$ cat config.mk
export PLATFORM = sky130hd
export DESIGN_NAME = mem_access_flat
export DESIGN_NICKNAME = d
export VERILOG_FILES = /design/src/rtl/mem_access_if.sv /design/src/rtl/mem_access.sv /design/src/flat_wrapper.sv
export SDC_FILE = /design/constraint.sdc
export NUM_CORES = 1
export LEC_CHECK = 0
export ABC_CLOCK_PERIOD_IN_PS = 6300
export BUFFER_PORTS_ARGS = -buffer_cell sky130_fd_sc_hd__buf_4
export CELL_PAD_IN_SITES_DETAIL_PLACEMENT = 2
export CELL_PAD_IN_SITES_GLOBAL_PLACEMENT = 2
export CORE_MARGIN = 2
export CORE_UTILIZATION = 33
export DETAILED_ROUTE_END_ITERATION = 12
export HOLD_SLACK_MARGIN = 0.06
export PLACE_DENSITY_LB_ADDON = 0.1
export SYNTH_ARGS = -nofsm -noshare
export SYNTH_HDL_FRONTEND = slang
export SYNTH_SLANG_ARGS = --single-unit
$ cat constraint.sdc
create_clock -name clk -period 6.3 [get_ports clk]
set_clock_uncertainty 0.15 [all_clocks]
set_input_delay 1.89 -clock clk [delete_from_list [all_inputs] [get_ports clk]]
set_output_delay 1.89 -clock clk [all_outputs]
set_load 0.005 [all_outputs]
$ cat src/rtl/mem_access_if.sv
// rtl/mem_access_if.sv - control-word type and data-memory req/ack bus for the memory stage
//
// rvga_pkg::rvga_cword : pipeline control word carried from execute through writeback.
// mem_access_if        : data-memory bus.
//   req   master->slave  request valid, held until ack
//   we    master->slave  1 = store
//   addr  master->slave  word-aligned byte address
//   wdata master->slave  lane-replicated store data
//   be    master->slave  byte enables (stores only)
//   ack   slave->master  access complete, rdata valid this cycle
//   rdata slave->master  load word

package rvga_pkg;

  typedef struct packed {
    logic        reg_write;
    logic        mem_read;
    logic        mem_write;
    logic [2:0]  funct3;
    logic [4:0]  rd_addr;
    logic [31:0] rs2_data;
    logic [31:0] rd_data;
  } rvga_cword;

endpackage

interface mem_access_if #(
  parameter int ADDR_W = 32
);

  logic              req;
  logic              we;
  logic [ADDR_W-1:0] addr;
  logic [31:0]       wdata;
  logic [3:0]        be;
  logic              ack;
  logic [31:0]       rdata;

  modport master (output req, we, addr, wdata, be, input ack, rdata);
  modport slave  (input req, we, addr, wdata, be, output ack, rdata);

endinterface

$ cat src/rtl/mem_access.sv
// rtl/mem_access.sv - rvga memory stage: loads/stores over req/ack, load alignment, upstream stall
//
// Ports:
//   clk, rst_n     clock, synchronous active-low reset
//   stall_in       downstream hold; freezes mem_wb_cword and holds DONE
//   stall_out      upstream hold: stall_in or a memory access in flight
//   ex_mem_cword   control word from execute (rd_data = byte address for memory ops)
//   mem_wb_cword   control word to writeback (rd_data = load result for loads)
//   dmem           data-memory bus master
//   misalign       one-cycle pulse when a misaligned access is dropped

module mem_access
  import rvga_pkg::*;
#(
  parameter int ADDR_W = 32
) (
  input  logic         clk,
  input  logic         rst_n,
  input  logic         stall_in,
  output logic         stall_out,
  input  rvga_cword    ex_mem_cword,
  output rvga_cword    mem_wb_cword,
  mem_access_if.master dmem,
  output logic         misalign
);

  typedef enum logic [1:0] {IDLE, BUSY, DONE} state_e;

  state_e            state_q, state_d;
  rvga_cword         op_q, op_d;
  rvga_cword         mwb_q, mwb_d;
  logic [31:0]       rdata_q, rdata_d;
  logic              req_q, req_d;
  logic              we_q, we_d;
  logic [ADDR_W-1:0] addr_q, addr_d;
  logic [31:0]       wdata_q, wdata_d;
  logic [3:0]        be_q, be_d;
  logic              misalign_q, misalign_d;

  // Decode of the incoming word; funct3 values outside B/H/BU/HU fall into word size.
  logic [1:0]  in_a;
  logic        in_byte, in_half, in_word, in_mem, in_mis;
  logic [31:0] st_wdata;
  logic [3:0]  st_be;

  assign in_a    = ex_mem_cword.rd_data[1:0];
  assign in_byte = (ex_mem_cword.funct3[1:0] == 2'b00);
  assign in_half = (ex_mem_cword.funct3[1:0] == 2'b01);
  assign in_word = !in_byte && !in_half;
  assign in_mem  = ex_mem_cword.mem_read || ex_mem_cword.mem_write;
  assign in_mis  = in_mem && ((in_half && in_a[0]) || (in_word && (in_a != 2'b00)));

  always_comb begin
    st_wdata = ex_mem_cword.rs2_data;
    st_be    = 4'b1111;
    if (in_byte) begin
      st_wdata = {4{ex_mem_cword.rs2_data[7:0]}};
      st_be    = 4'b0001 << in_a;
    end else if (in_half) begin
      st_wdata = {2{ex_mem_cword.rs2_data[15:0]}};
      st_be    = 4'b0011 << in_a;
    end
  end

  function automatic logic [31:0] load_align(input logic [2:0] f3, input logic [1:0] a,
                                             input logic [31:0] w);
    logic [31:0] s;
    logic [31:0] r;
    s = w >> {a, 3'b000};
    case (f3)
      3'b000:  r = {{24{s[7]}}, s[7:0]};
      3'b001:  r = {{16{s[15]}}, s[15:0]};
      3'b100:  r = {24'b0, s[7:0]};
      3'b101:  r = {16'b0, s[15:0]};
      default: r = w;
    endcase
    return r;
  endfunction

  always_comb begin
    state_d    = state_q;
    op_d       = op_q;
    mwb_d      = mwb_q;
    rdata_d    = rdata_q;
    req_d      = req_q;
    we_d       = we_q;
    addr_d     = addr_q;
    wdata_d    = wdata_q;
    be_d       = be_q;
    misalign_d = 1'b0;
    stall_out  = stall_in;

    case (state_q)
      IDLE: begin
        if (in_mem && !in_mis) begin
          // Access is launched regardless of stall_in; only the writeback update waits.
          stall_out = 1'b1;
          state_d   = BUSY;
          op_d      = ex_mem_cword;
          req_d     = 1'b1;
          we_d      = ex_mem_cword.mem_write;
          addr_d    = {ex_mem_cword.rd_data[ADDR_W-1:2], 2'b00};
          wdata_d   = st_wdata;
          be_d      = ex_mem_cword.mem_write ? st_be : 4'b0000;
        end else if (!stall_in) begin
          mwb_d = ex_mem_cword;
          if (in_mis) begin
            mwb_d.reg_write = 1'b0;
            misalign_d      = 1'b1;
          end
        end
      end
      BUSY: begin
        stall_out = 1'b1;
        if (dmem.ack) begin
          rdata_d = dmem.rdata;
          req_d   = 1'b0;
          state_d = DONE;
        end
      end
      DONE: begin
        // Leaving DONE always consumes the word, so the access is never reissued.
        if (!stall_in) begin
          mwb_d = op_q;
          if (op_q.mem_read && !op_q.mem_write) begin
            mwb_d.rd_data = load_align(op_q.funct3, op_q.rd_data[1:0], rdata_q);
          end
          state_d = IDLE;
        end
      end
      default: state_d = IDLE;
    endcase
  end

  always_ff @(posedge clk) begin
    if (!rst_n) begin
      state_q    <= IDLE;
      op_q       <= '0;
      mwb_q      <= '0;
      rdata_q    <= '0;
      req_q      <= 1'b0;
      we_q       <= 1'b0;
      addr_q     <= '0;
      wdata_q    <= '0;
      be_q       <= '0;
      misalign_q <= 1'b0;
    end else begin
      state_q    <= state_d;
      op_q       <= op_d;
      mwb_q      <= mwb_d;
      rdata_q    <= rdata_d;
      req_q      <= req_d;
      we_q       <= we_d;
      addr_q     <= addr_d;
      wdata_q    <= wdata_d;
      be_q       <= be_d;
      misalign_q <= misalign_d;
    end
  end

  assign mem_wb_cword = mwb_q;
  assign dmem.req     = req_q;
  assign dmem.we      = we_q;
  assign dmem.addr    = addr_q;
  assign dmem.wdata   = wdata_q;
  assign dmem.be      = be_q;
  assign misalign     = misalign_q;

endmodule
$ cat src/flat_wrapper.sv
// flat-port wrapper written by rule: the top's interface ports become plain ports
module mem_access_flat import rvga_pkg::*;
#(
  parameter int ADDR_W = 32
)
  (clk, rst_n, stall_in, stall_out, ex_mem_cword, mem_wb_cword, misalign, dmem_req, dmem_we, dmem_addr, dmem_wdata, dmem_be, dmem_ack, dmem_rdata);
  mem_access_if #(.ADDR_W(ADDR_W)) dmem_i ();
  input  logic clk;
  input  logic rst_n;
  input  logic stall_in;
  output logic stall_out;
  input  rvga_cword ex_mem_cword;
  output rvga_cword mem_wb_cword;
  output logic misalign;
  output wire logic [$bits(dmem_i.req)-1:0] dmem_req;
  output wire logic [$bits(dmem_i.we)-1:0] dmem_we;
  output wire logic [$bits(dmem_i.addr)-1:0] dmem_addr;
  output wire logic [$bits(dmem_i.wdata)-1:0] dmem_wdata;
  output wire logic [$bits(dmem_i.be)-1:0] dmem_be;
  input wire logic [$bits(dmem_i.ack)-1:0] dmem_ack;
  input wire logic [$bits(dmem_i.rdata)-1:0] dmem_rdata;
  assign dmem_req = dmem_i.req;
  assign dmem_we = dmem_i.we;
  assign dmem_addr = dmem_i.addr;
  assign dmem_wdata = dmem_i.wdata;
  assign dmem_be = dmem_i.be;
  assign dmem_i.ack = dmem_ack;
  assign dmem_i.rdata = dmem_rdata;
  mem_access #(.ADDR_W(ADDR_W)) u_core (.clk(clk), .rst_n(rst_n), .stall_in(stall_in), .stall_out(stall_out), .ex_mem_cword(ex_mem_cword), .mem_wb_cword(mem_wb_cword), .dmem(dmem_i), .misalign(misalign));
endmodule
# Word-level counts from Yosys, hierarchy flattened
# Cells that the tools add are included.
# word_totals
input_bits	111
output_inout_bits	147
ff_bits	252
word_cells	83
# op_classes
bitwise	2
eq_ne	11
reduce_logical	24
shift	3
mux	22
# op_table
op	n
2-to-1 mux 75 bit	3
one-hot mux 75 bit (2 select lines)	1
one-hot mux 32 bit (4 select lines)	1
2-to-1 mux 32 bit	3
right shift 32 x 5 -> 16 bit	1
2-to-1 mux 4 bit	3
!= test 2 bit (second input constant)	4
== test 3 bit (second input constant)	2
logical AND 1 bit	6
2-to-1 mux 2 bit	3
one-hot mux 2 bit (3 select lines)	1
AND reduction 3 bit	2
nonzero test 2 bit	3
2-to-1 mux 1 bit	5
== test 2 x 1 -> 1 bit (second input constant)	2
zero test 1 bit	4
zero test 2 bit	2
one-hot mux 1 bit (2 select lines)	2
AND reduction 2 bit	2
AND reduction 4 bit	1
OR reduction 4 bit	1
<< shifter 1 x 2 -> 4 bit (first input constant)	1
<< shifter 2 x 2 -> 4 bit (first input constant)	1
== test 3 x 1 -> 1 bit (second input constant)	1
other kinds (5)	7

# Longest topological paths before layout
# Gate-level depths: netlist of run 1.
# logic_depth
word_depth	10
ltp_mapped	10
mapped_depth_nobuf	7

# Worst setup path after synthesis of run 1
# Ideal clock, no wire load.
# synth_timing
kind	input -> output
start	input port ex_mem_cword[69] (netlist bit)
end	output port stall_out
arrival_time_ns	3.188
setup_slack_ns	1.072
n_path_buf	3
required_ns	4.260
stages	7
path_cell_list	buf_6 -> and3b_1 -> or3_1 -> buf_2 -> clkbuf_1 -> nor2b_1 -> o21bai_1
# synth_via
elab_chain_len	10
elab_cells_between_ends	13
cone_classes	eq/ne: 1; mux: 2; reduce/logical: 10
# synth_rtl
element	line	rtl
start, declared	flat_wrapper.sv:12	input rvga_cword ex_mem_cword;
== test 2 x 1 -> 1 bit or zero test 2 bit (tied branches)	mem_access.sv:48, mem_access.sv:47	
zero test 1 bit	mem_access.sv:49	assign in_word = !in_byte && !in_half;
logical AND 1 bit	mem_access.sv:49	
logical AND 1 bit	mem_access.sv:51	assign in_mis = in_mem && ((in_half && in_a[0]) || (in_word && (in_a != 2'b00)));
logical OR 1 bit (*)	mem_access.sv:51	
logical AND 1 bit (*)	mem_access.sv:51	
zero test 1 bit (*)	mem_access.sv:95	if (in_mem && !in_mis) begin
logical AND 1 bit (*)	mem_access.sv:95	
2-to-1 mux 1 bit (*)	mem_access.sv:95	
one-hot mux 1 bit (2 select lines) (*)	mem_access.sv:93	case (state_q)
end, declared	flat_wrapper.sv:11	output logic stall_out;
# Every way passes the cells marked *; elsewhere a longest branch is shown, timed or not.

# Final worst setup path of run 1
# layout_timing
start	input port ex_mem_cword[1] (netlist bit)
end	output port stall_out
# layout_via
elab_chain_len	8
# layout_rtl
element	line
nonzero test 2 bit	mem_access.sv:51
logical AND 1 bit	mem_access.sv:51
logical OR 1 bit	mem_access.sv:51
logical AND 1 bit	mem_access.sv:51
zero test 1 bit	mem_access.sv:95
logical AND 1 bit	mem_access.sv:95
2-to-1 mux 1 bit	mem_access.sv:95
one-hot mux 1 bit (2 select lines)	mem_access.sv:93
# No other way between the ends.

==> out/qor.csv, run 1 <==
metric;value;unit
Seq/Total Area, Yosys;41.3;%
critical path's slowest cell;or3_1;
final hold slack;305;ps
cells after synthesis;1299;
commonest non-fill, non-tap cell in the layout;nand2_1;
Final Util;42.4;%
Sw Ratio;28.6;%
initial antenna violation count;3;
Psw;1050;uW
vias;10000;
P&R area growth vs syn;25.6;%
Hold Path Class;flop to flop;
die area;32900;um^2
PwrDens;283;nW/um^2
final setup fails;0;
Leak Pwr;0.00582;uW
DP HPWL;27800;um
CTS tree;done;
# DRC;0;
type of origin of the critical path;input port;
Seq pwr share;42.0;%
cell row count;64;
Int Pwr;2630;uW
clock root buffer;clkbuf_16;
Final Max Tran Viols;0;
PostCTS Resize Cnt;0;
Sequential cell area;4290;um^2
DP Area;12200;um^2
clk slew on worst S/H paths;60;ps
# nets final;1564;
CP arrival;3300;ps
run status;finished clean;
Initial Util;33.7;%
DRT antenna net count;0;
Mapped Area;10400;um^2
Total GRT Usage;24.3;%
drt wl/cell;21.9;um
slew of the pin with the lowest slew margin;1090;ps
final hold vios;0;
chip height;181;um
Comb pwr share;17.2;%
GRT overflow;0;
fin crit period;5340;ps
Iteration-0 DRC Markers;408;
CP max FO;6;
vias in the first global route;10600;
post-CTS repair timing setup buffer count;0;
Ports;258;
number of sinks on the clock net;214;
htree depth;1;
total CTS buffers;26;
clock power share;40.9;%
largest net degree at the start of global routing;105;
die span in x;181;um
design area;13000;um^2
crit-path cells;buf_4, inv_1, ha_1, nor2b_1, or3_1, nor2b_1, o21bai_1, buf_4;
Core Region;30700;um^2
Worst Setup Path Type;input port to output pin;
synth warn;0;
DRT Pass-1 Iters;4;
#FFs+latches synth;214;
Mapped Avg Cell Area;7.99;um^2
DR vias/cell;5.37;
multi-input combinational cell area;5280;um^2
Yosys cell types;51;
Largest stage delay, worst path;350;ps
commonest non-fill, non-tap cells in the layout;nand2_1 (383), buf_4 (277), dfxtp_1 (213);
share of cells above drive strength 1;23.1;%
Post-Route WL;40800;um
unrepaired setup endpoints after global routing;false;
Hold-fix buffers, CTS;0;
Final period util;84.7;%
CTS max path bufs;3;
Max IR drop VDD;185;uV
Slew headroom;27.2;%
fmax;0.187;GHz
WP data required;4260;ps
first-pass GRT wire length;62800;um
Port Buffers;255;
CP endpoint kind;output pin;
Placed Cells;1817;
Setup TNS;0;ps
filler cell count;3556;
Placer Congestion;0.802;
worst skew pair latency;550;ps
final non-filler cell total;1867;
max cap viols;0;
-- cell type report --
cell class | instances | share of cell area [%]
Antenna cell | 2 | 0.0384
Clock buffer | 42 | 5.99
Clock inverter | 6 | 0.509
Inverter | 3 | 0.0864
Multi-Input combinational cell | 925 | 40.5
Sequential cell | 214 | 32.9
Tap cell | 396 | 3.80
Timing Repair Buffer | 279 | 16.2
-- layer usage --
metal,GRT usage (%),up-vias,wire length (um)
li1,-,4727,-
met1,29.4,5015,17100
met2,42.7,221,20100
met3,5.06,62,2290
met4,8.46,2,1330
met5,0,-,13
-- logic make-up (layout without fill, tap and decap cells) --
group                      after synthesis  in the layout  synth area share (%)
other                                    1              4                0.0361
AOI/OAI and AO/OA                      332            332                  24.4
muxes                                   34             34                  3.51
adders and majority gates                4              4                 0.482
buffers and inverters                  161            330                  8.15
and+or+nand+nor                        553            553                  22.1
DFF                                    214            214                  41.3
-- critical path: cells and delay by family --
kind,cells,cell delay [ps]
compound gates,1,260
buf+inv,3,410
simple gates,3,560
fa+ha+maj,1,170
-- synthesized netlist by cell type, drive strengths merged --
cell | number | share of area [%]
nand2 | 383 | 14
dfxtp | 214 | 41
a21boi | 120 | 8.7
clkbuf | 87 | 3.1
nand3 | 74 | 3.6
buf | 71 | 4.9
o211a | 58 | 5.6
nor2 | 49 | 1.8
o21ai | 48 | 2.3
mux2i | 24 | 2.3
a21oi | 21 | 1.0
a31oi | 18 | 1.1
or3 | 18 | 1.1
a32o | 16 | 1.5
o211ai | 11 | 0.80
mux2 | 9 | 0.98
a22o | 8 | 0.68
nor3 | 8 | 0.43
nor2b | 7 | 0.42
o2bb2ai | 7 | 0.59
o32ai | 7 | 0.59
o2111ai | 6 | 0.51
ha | 4 | 0.48
nand2b | 4 | 0.24
nand3b | 4 | 0.29
inv | 3 | 0.11
and3b | 2 | 0.17
o22ai | 2 | 0.12
a2111oi | 1 | 0.084
a211o | 1 | 0.084
a211oi | 1 | 0.12
a31o | 1 | 0.084
and2 | 1 | 0.060
and2b | 1 | 0.072
and3 | 1 | 0.060
conb | 1 | 0.036
mux4 | 1 | 0.22
nor3b | 1 | 0.072
o21a | 1 | 0.072
o21ba | 1 | 0.096
o21bai | 1 | 0.072
o221ai | 1 | 0.084
o311ai | 1 | 0.084
o31ai | 1 | 0.072
-- power by group through the flow --
stage	Sequential [uW]	Combinational, uW	Clock [uW]
after global routing	1560	700	1590
after CTS	1550	645	1540
after detailed placement	1570	641	0
after global placement	1570	622	0
final	1540	633	1500
after floorplan	1550	357	0
-- path summary, 6_finish.rpt --
kind	endpoint	from	slack (ps)	cells after the start
hold / removal	u_core.op_q[60]	u_core.op_q[60]	310	2
setup reg to reg	u_core.mem_wb_cword[11]	u_core.state_q[1]	3230	6
hold reg to reg	u_core.op_q[60]	u_core.op_q[60]	310	2
setup / recovery	stall_out	ex_mem_cword[1]	960	8
-- sequential cells by signal (all words and copies together), names as in the netlist --
name,cells
u_core.dmem.addr,1
u_core.misalign,1
u_core.dmem.be,4
u_core.state_q,2
u_core.dmem.req,1
u_core.mem_wb_cword,75
u_core.dmem.wdata,24
u_core.rdata_q,32
u_core.op_q,74
-- per-stage QoR --
step                power (uW)  worst slack, ps
floorplan                 1900             1070
global placement          2190              960
detailed placement        2210              983
CTS                       3730              981
global route              3850              887
finish                    3680              965
Note: power is estimated with default switching activity, not from simulation.
==> inputs of run 2 (changes only) <==
--- a/config.mk
+++ b/config.mk
@@ -5,12 +5,13 @@
 export SDC_FILE = /design/constraint.sdc
 export NUM_CORES = 1
 export LEC_CHECK = 0
-export ABC_CLOCK_PERIOD_IN_PS = 6300
+export ABC_AREA = 1
+export ABC_CLOCK_PERIOD_IN_PS = 5300
 export BUFFER_PORTS_ARGS = -buffer_cell sky130_fd_sc_hd__buf_4
 export CELL_PAD_IN_SITES_DETAIL_PLACEMENT = 2
 export CELL_PAD_IN_SITES_GLOBAL_PLACEMENT = 2
 export CORE_MARGIN = 2
-export CORE_UTILIZATION = 33
+export CORE_UTILIZATION = 29
 export DETAILED_ROUTE_END_ITERATION = 12
 export HOLD_SLACK_MARGIN = 0.06
 export PLACE_DENSITY_LB_ADDON = 0.1
==> constraint.sdc (replaced) <==
create_clock -name clk -period 5.3 [get_ports clk]
set_clock_uncertainty 0.15 [all_clocks]
set_input_delay 1.59 -clock clk [delete_from_list [all_inputs] [get_ports clk]]
set_output_delay 1.59 -clock clk [all_outputs]
set_load 0.005 [all_outputs]
==> run 2 against run 1 <==
  * Setup slack worse by 240 ps
  * Worst hold slack got worse by 8.0 ps
  * Critical endpoint unchanged
  * Clock-buffer cell count fell by 5
  * Critical path depth rose by 1
  * Synthesized area down 4.9%
  * Combinational power is 47% higher
  * First-iteration DRC count stayed put
==> out/qor.csv, run 2 <==
metric;value;unit
CP most frequent cell;nand2_1;
routed wl met2;21100;um
Core Region;33500;um^2
Final Util;37.4;%
Synth Area in Compound Gates;25.2;%
Total GRT Usage;23.0;%
WP data required;3560;ps
Hold-fix buffers, CTS;0;
initial antenna violation count;1;
drt wl/cell;20.4;um
P&R area growth vs syn;27.1;%
Worst Setup Path Type;input port to output pin;
vias;10200;
# nets final;1683;
type of origin of the critical path;input port;
final setup fails;0;
final hold slack;297;ps
Ports;258;
fraction of registers with async set or reset after synthesis;0;%
wl on met1;16800;um
max reg flops;75;
Final period util;86.4;%
chip height;188;um
die area;35500;um^2
Setup WS pre-CTS;699;ps
synth warn;0;
combinational family with the most area after synthesis;compound AO/OA/AOI/OAI gates;
max cap viols;0;
Largest stage delay, worst path;300;ps
Yosys cell types;35;
share of cells above drive strength 1;20.9;%
CP arrival;2840;ps
Mapped Avg Cell Area;6.97;um^2
Synth area leader;dfxtp_1;
htree depth;1;
#FFs+latches synth;214;
commonest non-fill, non-tap cells in the layout;nand2_1 (288), buf_4 (263), dfxtp_1 (214);
Port Buffers;255;
# DRC;0;
run status;finished clean;
PwrDens;368;nW/um^2
unrepaired setup endpoints after global routing;false;
worst skew pair latency;540;ps
crit-path cells;buf_4, inv_1, ha_1, or2_1, nand3_2, nand2_1, nand2_1, nand2_1, buf_4;
die span in x;188;um
Final Max Tran Viols;0;
PostCTS Resize Cnt;0;
post-CTS repair timing setup buffer count;0;
simple-gate share of the synthesized area;19.1;%
CTS tree;done;
count leader, synth;nand2_1;
Post-synth top cells;nand2_1 (288), dfxtp_1 (214), o21ai_0 (210);
fmax;0.218;GHz
DR vias/cell;5.03;
fin crit period;4580;ps
Most used DFF post-synth;dfxtp_1;
clock root buffer;clkbuf_16;
filler cell count;4007;
Max IR drop VDD;213;uV
wire length on met3;2640;um
Seq/Total Area, Yosys;43.4;%
Slew headroom;34.1;%
final hold vios;0;
design area;12500;um^2
Placer Congestion;0.784;
first-pass GRT wire length;64300;um
Yosys top cell area share;43.4;%
Initial Util;29.4;%
vias in the first global route;10800;
DRT Pass-1 Iters;4;
Synth Area in Adders;0.507;%
mux cell area share after synthesis;0;%
setup ws final;720;ps
number of sinks on the clock net;214;
Post-Route WL;41400;um
Iteration-0 DRC Markers;408;
total CTS buffers;27;
cells after synthesis;1415;
n_diodes;0;
critical path's slowest cell;or2_1;
Leak Pwr;0.00544;uW
highest metal used;met5;
DRT antenna net count;0;
CTS max path bufs;3;
CP max FO;5;
largest net degree at the start of global routing;119;
GRT overflow;0;
DP Area;11700;um^2
Setup TNS;0;ps
slew of the pin with the lowest slew margin;986;ps
Synth area leaders;dfxtp_1 (43%), nand2_1 (11%), o21ai_0 (11%), a21oi_1 (10%), nor2_1 (4.2%);
CP endpoint kind;output pin;
cell row count;67;
Synth Area in XOR/XNOR;0;%
clk slew on worst S/H paths;60;ps
Post-synth EDFFs;0;
DP HPWL;28200;um
Hold Path Class;flop to flop;
Mapped Area;9860;um^2
commonest non-fill, non-tap cell in the layout;nand2_1;
run 2: cells by family (layout without fill, tap and decap cells):
kind of cell | Yosys count | count (layout)
AOI/OAI and AO/OA | 486 | 486
adders and majority gates | 4 | 4
buffers and inverters | 248 | 416
DFF | 214 | 214
other | 1 | 2
and+or+nand+nor | 462 | 462
run 2: per-stage QoR:
stage | power, uW | cells
after floorplan | 2430 | 1416
after CTS | 4680 | 2032
final | 4610 | 2032
after global routing | 4870 | 2032
after global placement | 2850 | 1987
after detailed placement | 2880 | 1987
run 2: final timing paths:
kind | from | to | slack, ps | cells past startpoint
setup reg to reg | u_core.op_q[0] | u_core.mem_wb_cword[17] | 2210 | 7
setup / recovery | ex_mem_cword[1] | stall_out | 720 | 9
hold reg to reg | u_core.op_q[60] | u_core.op_q[60] | 300 | 2
hold / removal | u_core.op_q[60] | u_core.op_q[60] | 300 | 2
run 2: report_power, final:
group	switching, uW	internal, uW
Clock	730	1040
Sequential	127	1780
Combinational	567	365
Total	1420	3190
run 2: final cells by class:
type / count / area, um^2 / area share (%)
sequential: 214 / 4280 / 34.2
clock buffer: 37 / 763 / 6.09
clock inverter: 8 / 68.8 / 0.549
timing repair buffer: 266 / 2030 / 16.2
multi-input combinational: 954 / 4440 / 35.4
inverter: 105 / 394 / 3.14
tap: 448 / 561 / 4.47
run 2: routing by layer:
metal | track usage (%) | vias up
met4 | 5.05 | 2
met2 | 42.2 | 223
met1 | 27.4 | 5036
li1 | - | 4914
met5 | 0 | -
met3 | 5.05 | 40
run 2: worst max-delay path, delay by kind of cell:
family                   cells  cell delay (ps)
AND/OR/NAND/NOR              5              690
buffers and inverters        3              350
adder cells (fa/ha/maj)      1              210
